File: config.mk
export PLATFORM = sky130hd
export DESIGN_NAME = mux2_arb
export DESIGN_NICKNAME = d
export VERILOG_FILES = /design/src/rtl/mux2_arb_pkg.sv /design/src/rtl/rr_grant2.sv /design/src/rtl/mux2_arb.sv
export SDC_FILE = /design/constraint.sdc
export NUM_CORES = 1
export LEC_CHECK = 0
export ABC_AREA = 1
export CAP_MARGIN = 20
export CELL_PAD_IN_SITES_DETAIL_PLACEMENT = 2
export CELL_PAD_IN_SITES_GLOBAL_PLACEMENT = 2
export CORE_MARGIN = 3
export CORE_UTILIZATION = 16
export DETAILED_ROUTE_END_ITERATION = 8
export PLACE_DENSITY = 0.72
export SYNTH_ARGS = -nofsm -noshare
export SYNTH_HDL_FRONTEND = slang
export SYNTH_SLANG_ARGS = --single-unit
export TNS_END_PERCENT = 10
File: constraint.sdc
create_clock -name clk -period 1.1 [get_ports clk]
set_input_delay 0.22 -clock clk [delete_from_list [all_inputs] [get_ports clk]]
set_output_delay 0.22 -clock clk [all_outputs]
set_load 0.02 [all_outputs]
File: src/rtl/mux2_arb_pkg.sv
// Shared types and constants for the two-input round-robin output register.
// Holds the EMPTY/FULL state enum and the source-select encodings that are
// used for the sel output and the round-robin pointer.
package mux2_arb_pkg;

    typedef enum logic {
        EMPTY = 1'b0,
        FULL  = 1'b1
    } state_t;

    localparam logic SEL_D0 = 1'b0;
    localparam logic SEL_D1 = 1'b1;

endpackage

File: src/rtl/rr_grant2.sv
// Two-requester round-robin grant, purely combinational.
// Ports: req[1:0] request vector, ptr = requester favoured on contention,
//        grant[1:0] one-hot grant (all zero when nobody requests).
module rr_grant2
    import mux2_arb_pkg::*;
(
    input  logic [1:0] req,
    input  logic       ptr,
    output logic [1:0] grant
);

    always_comb begin
        grant = 2'b00;
        case (req)
            2'b01:   grant = 2'b01;
            2'b10:   grant = 2'b10;
            2'b11:   grant = (ptr == SEL_D1) ? 2'b10 : 2'b01;
            default: grant = 2'b00;
        endcase
    end

endmodule

File: src/rtl/mux2_arb.sv
// Two-input round-robin arbiter feeding a single registered output stage.
// Ports: clk, rst_n (async active-low); d0/d1 valid-ready inputs of WIDTH bits;
//        z/z_valid/z_ready registered output with sel = source of the beat in z.
// Option: define MUX2_ARB_LOCK_EN to add d0_last/d1_last and packet grant lock.
module mux2_arb
    import mux2_arb_pkg::*;
#(
    parameter int WIDTH = 1
) (
    input  logic             clk,
    input  logic             rst_n,
    input  logic             d0_valid,
    input  logic [WIDTH-1:0] d0,
    output logic             d0_ready,
    input  logic             d1_valid,
    input  logic [WIDTH-1:0] d1,
    output logic             d1_ready,
`ifdef MUX2_ARB_LOCK_EN
    input  logic             d0_last,
    input  logic             d1_last,
`endif
    output logic             z_valid,
    output logic [WIDTH-1:0] z,
    input  logic             z_ready,
    output logic             sel
);

    state_t     state;
    state_t     state_nxt;
    logic       ptr;        // requester favoured on the next contention
    logic [1:0] req;
    logic [1:0] grant;
    logic       can_load;
    logic       xfer;
    logic       gsel;

`ifdef MUX2_ARB_LOCK_EN
    logic       locked;     // mid-packet: only lock_src may be granted
    logic       lock_src;
    logic       gnt_last;

    assign req      = locked ? (lock_src ? {d1_valid, 1'b0} : {1'b0, d0_valid})
                             : {d1_valid, d0_valid};
    assign gnt_last = gsel ? d1_last : d0_last;
`else
    assign req      = {d1_valid, d0_valid};
`endif

    rr_grant2 u_rr_grant2 (
        .req   (req),
        .ptr   (ptr),
        .grant (grant)
    );

    assign can_load = (state == EMPTY) || z_ready;
    assign xfer     = can_load && (grant != 2'b00);
    assign gsel     = grant[1] ? SEL_D1 : SEL_D0;

    // Readies are forced low while reset is asserted, even though the
    // output stage is EMPTY and would otherwise accept.
    assign d0_ready = rst_n && can_load && grant[0];
    assign d1_ready = rst_n && can_load && grant[1];
    assign z_valid  = (state == FULL);

    always_ff @(posedge clk or negedge rst_n) begin
        if (!rst_n) begin
            state <= EMPTY;
        end else begin
            state <= state_nxt;
        end
    end

    always_comb begin
        state_nxt = state;
        case (state)
            EMPTY: if (xfer) state_nxt = FULL;
            FULL:  if (z_ready && !xfer) state_nxt = EMPTY;
            default: state_nxt = EMPTY;
        endcase
    end

    // A transfer in FULL with z_ready=1 simply overwrites the register,
    // which gives back-to-back beats with no bubble.
    always_ff @(posedge clk or negedge rst_n) begin
        if (!rst_n) begin
            z   <= '0;
            sel <= SEL_D0;
            ptr <= SEL_D0;
        end else if (xfer) begin
            z   <= (gsel == SEL_D1) ? d1 : d0;
            sel <= gsel;
            ptr <= ~gsel;
        end
    end

`ifdef MUX2_ARB_LOCK_EN
    always_ff @(posedge clk or negedge rst_n) begin
        if (!rst_n) begin
            locked   <= 1'b0;
            lock_src <= SEL_D0;
        end else if (xfer) begin
            locked   <= !gnt_last;
            lock_src <= gsel;
        end
    end
`endif

endmodule

==> results.yml, run 1 <==
status:
  outcome: "finished with violations"
  violations: "setup timing"
critical_path:
  cpMostUsedCell: "nand2_2"
  cp_slowest_cell: "dfrtp_1"
  cp-start-kind: "flop"
  cp.depth: 5
  critical_path.max_stage_delay_ns: 0.37
  path_delay_family: "flip-flops"
  required_ns: 0.88
  reg2reg_from: "z_valid"
  r2r_end: "z"
  rr_worst_depth: 7
  endpoint: "d1_ready"
  end_kind: "output pin"
  arrival_ns: 1.08
  rrSetupSlack_ns: 0.06
  path_cells: "nand2_2 > nand2_4 > nand2_2 > nor2_4 > buf_6"
  criticalPathCategory: "reg -> out"
  cp.buffers_inverters: 1
  critPathLaunch: "ptr"
  crit_fanout: 3
timing:
  rsz0062_at_grt: "yes"
  hold_violations: 0
  finalClockSkew_ns: 0.00788
  fin_crit_ns: 1.30
  drv_slew: 0
  slew_headroom_pct: 81.3
  finalSetupTns_ns: -0.376
  max_freq_mhz: 769
  setup_viol: 2
  tightest_slew_ns: 0.279
  fin_ws_ns: -0.201
  min_period_over_period_pct: 118
pwr:
  power_density_nw_per_um2: 1160
  p_leak_nw: 0.259
  peakVddDrop_uv: 500
floorplan:
  ios: 12
  die_w_um: 43.0
  dieArea_um2: 1850
  core-area_um2: 1190
  start_util_pct: 18.5
  die_h_um: 43.0
  num_rows: 12
synth:
  synth_area_um2: 219
  synthTopCellsByArea: "dfrtp_1 (46%), nand2_1 (17%), nand2_2 (8.6%)"
  synth_nets: 38
  yosys_warnings: 0
  yosysSeqAreaShare_pct: 45.7
  yosys.area.top_type: "dfrtp_1"
  synth_top_area_share_pct: 45.7
  yosysUniqueCellTypes: 10
  synth.avg_cell_area_um2: 7.06
  ys_ff_latch: 4
  syn_inst: 31
global_routing:
  grt_pass1_vias: 350
  grt_antenna_before_repair: 0
  overflow: 0
  grt_max_degree: 5
  grt_pass1_wl_um: 1650
  grt.total_usage_pct: 12.8
layout:
  nets: 65
  final_area_um2: 495
  fill_cells: 137
  seq_area_um2: 100
  drive_gt1_share_pct: 58.9
  n_antenna_cell: 0
  area_growth_pct: 126
  multiInputGateArea_um2: 154
  layout_commonest_cell: "buf_4"
  final_cell_mix: "buf_4 (11), nand2_1 (7), nand2_2 (4), nor2_4 (4), dfrtp_1 (4)"
drt:
  routed_wl_um: 905
  drc_errors: 0
  ant_nets: 0
  drt_iter0_markers: 2
  dr.pass1.iters: 2
  routed_via_density: 4.04
  wl_per_cell_um: 12.9
  via_count: 283
clock_tree:
  cts_tree: "yes"
  cts_buffer_depth: 2
  clock_sinks: 4
  cts_max_level: 1
  clk_latency_ns: 0.24
  cts_hold_buf: 0
  path_clk_slew_ns: 0.04
  cts-root-buf: "clkbuf_4"
  cts_inserted_buffers: 3
place:
  gp_congestion: 0.684
  dpl_cell_area_um2: 399
  numPortBuffers: 11
  dpl.hpwl_um: 745
flow_run:
  drv_cap: 0
hold_path:
  min_path_type: "in -> async"
## logic make-up (layout without fill, tap and decap cells)
logic type / count (synthesis) / count (layout) / synth area share [%]
flops: 4 / 4 / 45.7
simple gates: 21 / 21 / 43.4
compound gates: 1 / 1 / 2.28
buf+inv: 5 / 30 / 8.57
## cells in the mapped netlist
library cell   n
nand2_1       10
dfrtp_1        4
inv_1          4
nor2_1         4
nand2_2        3
nand3_1        2
inv_2          1
nand3b_1       1
nor2_2         1
o21ai_1        1
## final cells by class
| type | instances | share of cell area, % |
|---|---|---|
| sequential | 4 | 20.2 |
| tap | 14 | 3.54 |
| inverter | 5 | 3.79 |
| clock buffer | 3 | 4.55 |
| timing repair buffer | 22 | 36.9 |
| multi-input combinational | 22 | 31.1 |
## where the power goes
| group | switching, mW | internal, mW |
|---|---|---|
| clock | 0.0587 | 0.122 |
| combinational | 0.107 | 0.108 |
| sequential | 0.0131 | 0.167 |
## flip-flops by register name, summed over array words and instances (netlist names)
name     cells
z            1
ptr          1
sel          1
z_valid      1
## routing by layer
metal  track usage [%]  wire [um]
met5                 0          0
met4              3.61          0
met3              6.36         25
met2              24.0        562
met1              12.2        317
## what timing repair did
item | 4_1_cts | 5_1_grt
buffers inserted | 3 | 1
pin swaps | 1 | 3
hold endpoints to repair | 0 | 0
resized for setup | 29 | 12
endpoints found under the setup margin | 8 | 7
## metrics by stage
stage / setup slack, ns / hold WS, ns / util [%] / power (mW) / instances
after floorplan: -0.0775 / -0.0756 / - / 0.247 / 31
after global placement: -0.769 / 0.475 / 33.6 / 0.348 / 63
after detailed placement: -0.888 / 0.484 / 33.6 / 0.359 / 63
after CTS: -0.210 / 0.305 / 37.9 / 0.562 / 69
after global routing: -0.305 / 0.349 / 41.8 / 0.635 / 70
final: -0.201 / 0.356 / 41.8 / 0.575 / 70
## how the worst min path moves through the flow
stage | startpoint | endpoint | slack [ns] | cells past startpoint
3_5_place_dp | ptr | ptr | 0.48 | 2
4_1_cts | rst_n | z_valid | 0.31 | 2
3_3_place_gp | z | z | 0.47 | 2
5_1_grt | rst_n | sel | 0.35 | 2
6_report | rst_n | z_valid | 0.36 | 2
2_1_floorplan | rst_n | ptr | -0.08 | 0
(Power assumes the default switching activity.)
==> run 2: changes to the inputs <==
==> constraint.sdc (replaced) <==
create_clock -name clk -period 1.25 [get_ports clk]
set_input_delay 0.1875 -clock clk [delete_from_list [all_inputs] [get_ports clk]]
set_output_delay 0.1875 -clock clk [all_outputs]
set_load 0.02 [all_outputs]
==> results.yml, run 2 (synthesized netlist as in run 1, its figures left out) <==
floorplan:
  num_rows: 12
  ios: 12
  core-area_um2: 1190
  start_util_pct: 18.5
  die_w_um: 43.0
  die_h_um: 43.0
  dieArea_um2: 1850
layout:
  nets: 63
  utilization_pct: 38.3
  drive_gt1_share_pct: 46.3
  seq_area_um2: 100
  area_growth_pct: 107
  n_antenna_cell: 0
  stdcell_count: 68
  multiInputGateArea_um2: 123
  final_cell_mix: "buf_4 (10), nand2_1 (7)"
  fill_cells: 142
  layout_commonest_cell: "buf_4"
critical_path:
  end_kind: "output pin"
  path_cells: "inv_1 > nor2_2 > inv_2 > nand2_2 > nor2_2 > buf_6"
  cp_slowest_cell: "dfrtp_1"
  path_delay_family: "flip-flops"
  crit_fanout: 2
  cp-start-kind: "flop"
  criticalPathCategory: "reg -> out"
  cp.buffers_inverters: 3
  cpMostUsedCell: "nor2_2"
  required_ns: 1.06
  critical_path.max_stage_delay_ns: 0.37
  arrival_ns: 1.13
place:
  gp_congestion: 0.671
  dp.cells: 62
  dpl.hpwl_um: 746
  numPortBuffers: 11
pwr:
  power_density_nw_per_um2: 1070
  power.total_mw: 0.486
  peakVddDrop_uv: 392
  p_leak_nw: 0.243
timing:
  min_period_over_period_pct: 105
  finalSetupTns_ns: -0.127
  rsz0062_at_grt: "yes"
  fin_ws_ns: -0.0641
  max_freq_mhz: 761
  tightest_slew_ns: 0.224
  drv_slew: 0
  setup_viol: 2
  finalClockSkew_ns: 0.0110
  hold_violations: 0
  fin_crit_ns: 1.31
  slew_headroom_pct: 85.1
global_routing:
  grt_pass1_vias: 312
  overflow: 0
  grt_pass1_wl_um: 1370
  grt_max_degree: 5
  grt_antenna_before_repair: 0
  grt.total_usage_pct: 10.5
hold_path:
  min_path_type: "in -> async"
drt:
  drt_iter0_markers: 2
  via_count: 288
  dr.pass1.iters: 4
  ant_nets: 0
  routed_via_density: 4.24
  drc_errors: 0
  wl_per_cell_um: 14.9
  routed_wl_um: 1010
clock_tree:
  cts-root-buf: "clkbuf_4"
  cts_inserted_buffers: 3
  cts_buffer_depth: 2
  cts_hold_buf: 0
  cts_max_level: 1
  clk_latency_ns: 0.24
  cts_tree: "yes"
  path_clk_slew_ns: 0.05
  clock_sinks: 4
flow_run:
  drv_cap: 0
status:
  violations: "setup timing"
  outcome: "finished with violations"
run 2: cell types whose count changed in the layout (fill, tap and decap cells not counted), sizes merged:
cell / change
dlygate4sd2: +1
clkdlybuf4s50: +1
buf: -4
run 2: worst paths after layout:
| path | startpoint | end | slack [ns] | depth (start not counted) |
|---|---|---|---|---|
| max in group asynchronous | rst_n | ptr | 0.87 | 2 |
| setup / recovery | z_valid | d0_ready | -0.06 | 6 |
| hold reg to reg | z | z | 0.48 | 2 |
| min in group clk | d1_valid | z_valid | 0.43 | 3 |
| hold / removal | rst_n | sel | 0.26 | 2 |
| setup reg to reg | z_valid | sel | 0.04 | 8 |
run 2: worst reg2reg max path, stage by stage, from the launching register on:
cell and delay (ns):
dfrtp_1 0.37, inv_1 0.06, nor2_2 0.14, inv_2 0.06, buf_4 0.13, buf_4 0.13
nand2_2 0.10, nand2_1 0.07, o21ai_1 0.07
run 2: report_power, final:
group | switching, mW | total, mW | internal [mW]
registers | 0.00990 | 0.157 | 0.147
logic | 0.0850 | 0.162 | 0.0768
clock network | 0.0592 | 0.167 | 0.108
total | 0.154 | 0.486 | 0.332
run 2: metal layers:
layer / up-vias / routed length, um / track usage (%)
met2: 9 / 590 / 19.5
met3: 0 / 41 / 5.93
met4: 0 / 0 / 3.61
met5: - / 0 / 0
met1: 141 / 378 / 9.39
li1: 138 / - / -
run 2: per-stage QoR:
step	hold WS, ns	worst slack (ns)	area [um^2]
after CTS	0.239	-0.0488	408
final	0.262	-0.0641	454
after global placement	0.475	-0.559	392
after detailed placement	0.477	-0.663	392
after global routing	0.278	-0.134	454
after floorplan	-0.108	0.105	219
run 2: repair_timing:
| action | in CTS | in global routing |
|---|---|---|
| setup buffers | 0 | 3 |
| setup endpoints to repair | 5 | 2 |
| gates resized for setup | 17 | 8 |
| pin swaps | 0 | 2 |
run 2: cell type report:
type                    count  share of cell area, %
clock buffers               3                   4.96
well taps                  14                   3.86
flip-flops and latches      4                   22.0
multi-input cells          22                   27.0
inverters                   5                   4.13
repair buffers             20                   38.0
==> patch (flow settings as in run 2) <==
The option `MUX2_ARB_LOCK_EN` is turned on by a define.
--- a/src/rtl/mux2_arb.sv
+++ b/src/rtl/mux2_arb.sv
@@ -3,4 +3,6 @@
 //        z/z_valid/z_ready registered output with sel = source of the beat in z.
 // Option: define MUX2_ARB_LOCK_EN to add d0_last/d1_last and packet grant lock.
+`define MUX2_ARB_LOCK_EN
+
 module mux2_arb
     import mux2_arb_pkg::*;
Interface: changed (added d0_last and d1_last); port bits go from 12 to 14. The function was not compared with the original's and may differ.
==> patch against run 2 <==
The run still ends with setup timing left. Setup slack got worse by 0.18 ns. Clock skew fell by 0.0085 ns. Design area grew 56%. Wire length up 33%. Die area up 36%. Sequential cell count rose by 1. Area after synthesis up 43%. Clock power rose by 15%. Total power rose to 3.0 times the old value. Non-clock buffer count is 15 higher.
==> patch: results (changes against run 2) <==
[outcome]
status=finished, violations left
violations=setup timing

[global_route]
antenna_found_initial=0  ; unchanged
track_usage=0.1172  ; +0.01203
grt_pass1_vias=460  ; +47%
grt_pass1_wl_um=2132  ; +55%
grt_max_degree=6  ; +1

[worst_setup_path]
cp_max_fo=3  ; +1
critical-path-max-stage-delay_ns=0.43  ; +0.06 ns
crit_start=sel
crit_family=flip-flops
cp.arrival_ns=1.31  ; +0.18 ns
cp_slowest_cell=dfrtp_2

[timing]
fin_ws_ns=-0.2488  ; -0.1846 ns
finalSetupViolations=4  ; +2
worst_pin_slew_ns=0.2131  ; -0.01092 ns
skew_ns=0.002508  ; -0.008475 ns
tns_ns=-0.6846  ; -0.5579 ns

[clock_network]
cts_inserted_buffers=3  ; unchanged
clock_latency_ns=0.25
clk_path_buf_depth=2  ; unchanged
h-tree-depth=1  ; unchanged
clk_pin_slew_ns=0.05  ; about the same
root_buffer=clkbuf_4

[layout]
final_cells=106  ; +56%
layout-drive-gt1-share=0.5926  ; +0.1296
fin_nets=91  ; +44%

[drt]
wire_per_inst_um=12.73  ; -14%
drtPass1Iterations=2  ; -2
via_count=420  ; +46%
drtIter0Drc=2  ; unchanged

[power_and_ir_drop]
irDropWorstVdd_mv=0.7254  ; +85%
p_leak_nw=0.3683  ; +51%

[yosys]
async_reset_ff_frac=1.000  ; unchanged
synth_cell_types=12  ; +2
ys_dominant_reg_cell=dfrtp_1
synthTopCellsByArea=dfrtp_1, nand2_1, inv_1
synthCells=42  ; +35%
syn_nets=51  ; +34%
synth_common_cells=nand2_1, inv_1, dfrtp_1, nand2_2, nand3_1
yosysSeqAreaShare=0.4000  ; -0.05714

[placement]
pre_cts_slack_ns=-0.6645  ; -0.001338 ns
portBuffers=13  ; +2
routabilityCongestion=0.7452  ; +11%
place_hpwl_um=961.9  ; +29%
dp.cells=93  ; +50%

==> patch: what timing repair did <==
action                                  in CTS  in global routing
gates resized for setup                     21                  6
pin swaps                                    2                  2
gates cloned                                 0                  0
endpoints found under the setup margin       7                  5
hold buffers                                 0                  0
buffers inserted                             5                  4
==> patch: per-stage QoR <==
| stage | area (um2) | utilization |
|---|---|---|
| finish | 708.2 | 0.3972 |
| global route | 708.2 | 0.3972 |
| CTS | 661.9 | 0.3712 |
| detailed placement | 585.6 | 0.3284 |
| global placement | 585.6 | 0.3284 |
| floorplan | 326.6 | - |
==> patch: final cells by class <==
type	instances	area [um2]
sequential	5	127.6
timing repair buffer	35	290.3
inverter	8	35.03
tap	25	31.28
fill	219	1075
clock buffer	4	26.28
multi-input combinational	29	197.7
==> patch: final timing paths <==
check / end / slack, ns / cells past startpoint
worst max-delay path: d0_ready / -0.25 / 9
worst min-delay path: sel / 0.28 / 2
worst max register to register: z / -0.13 / 10
worst min register to register: z / 0.48 / 2
max in group asynchronous: locked / 0.85 / 2
min in group clk: z / 0.48 / 2
==> patch: kinds of logic after synthesis <==
group	after synthesis	share of synthesized area
buffers and inverters	8	0.1040
flip-flops	5	0.4000
AO/OA/AOI/OAI	3	0.08402
AND/OR/NAND/NOR	26	0.4120
==> patch: routing by layer <==
layer	vias to the layer above	global-route usage	wire (um)
met5	-	0	0
met4	0	0.02765	13
met3	3	0.04451	74
met2	11	0.2109	741
met1	201	0.1277	520
li1	205	-	-
==> patch: power breakdown <==
part	internal [mW]	switching (mW)	leakage (nW)
sequential	0.241	0.0720	0.0565
combinational	0.499	0.437	0.297
clock	0.121	0.0714	0.0150
total	0.861	0.580	0.368
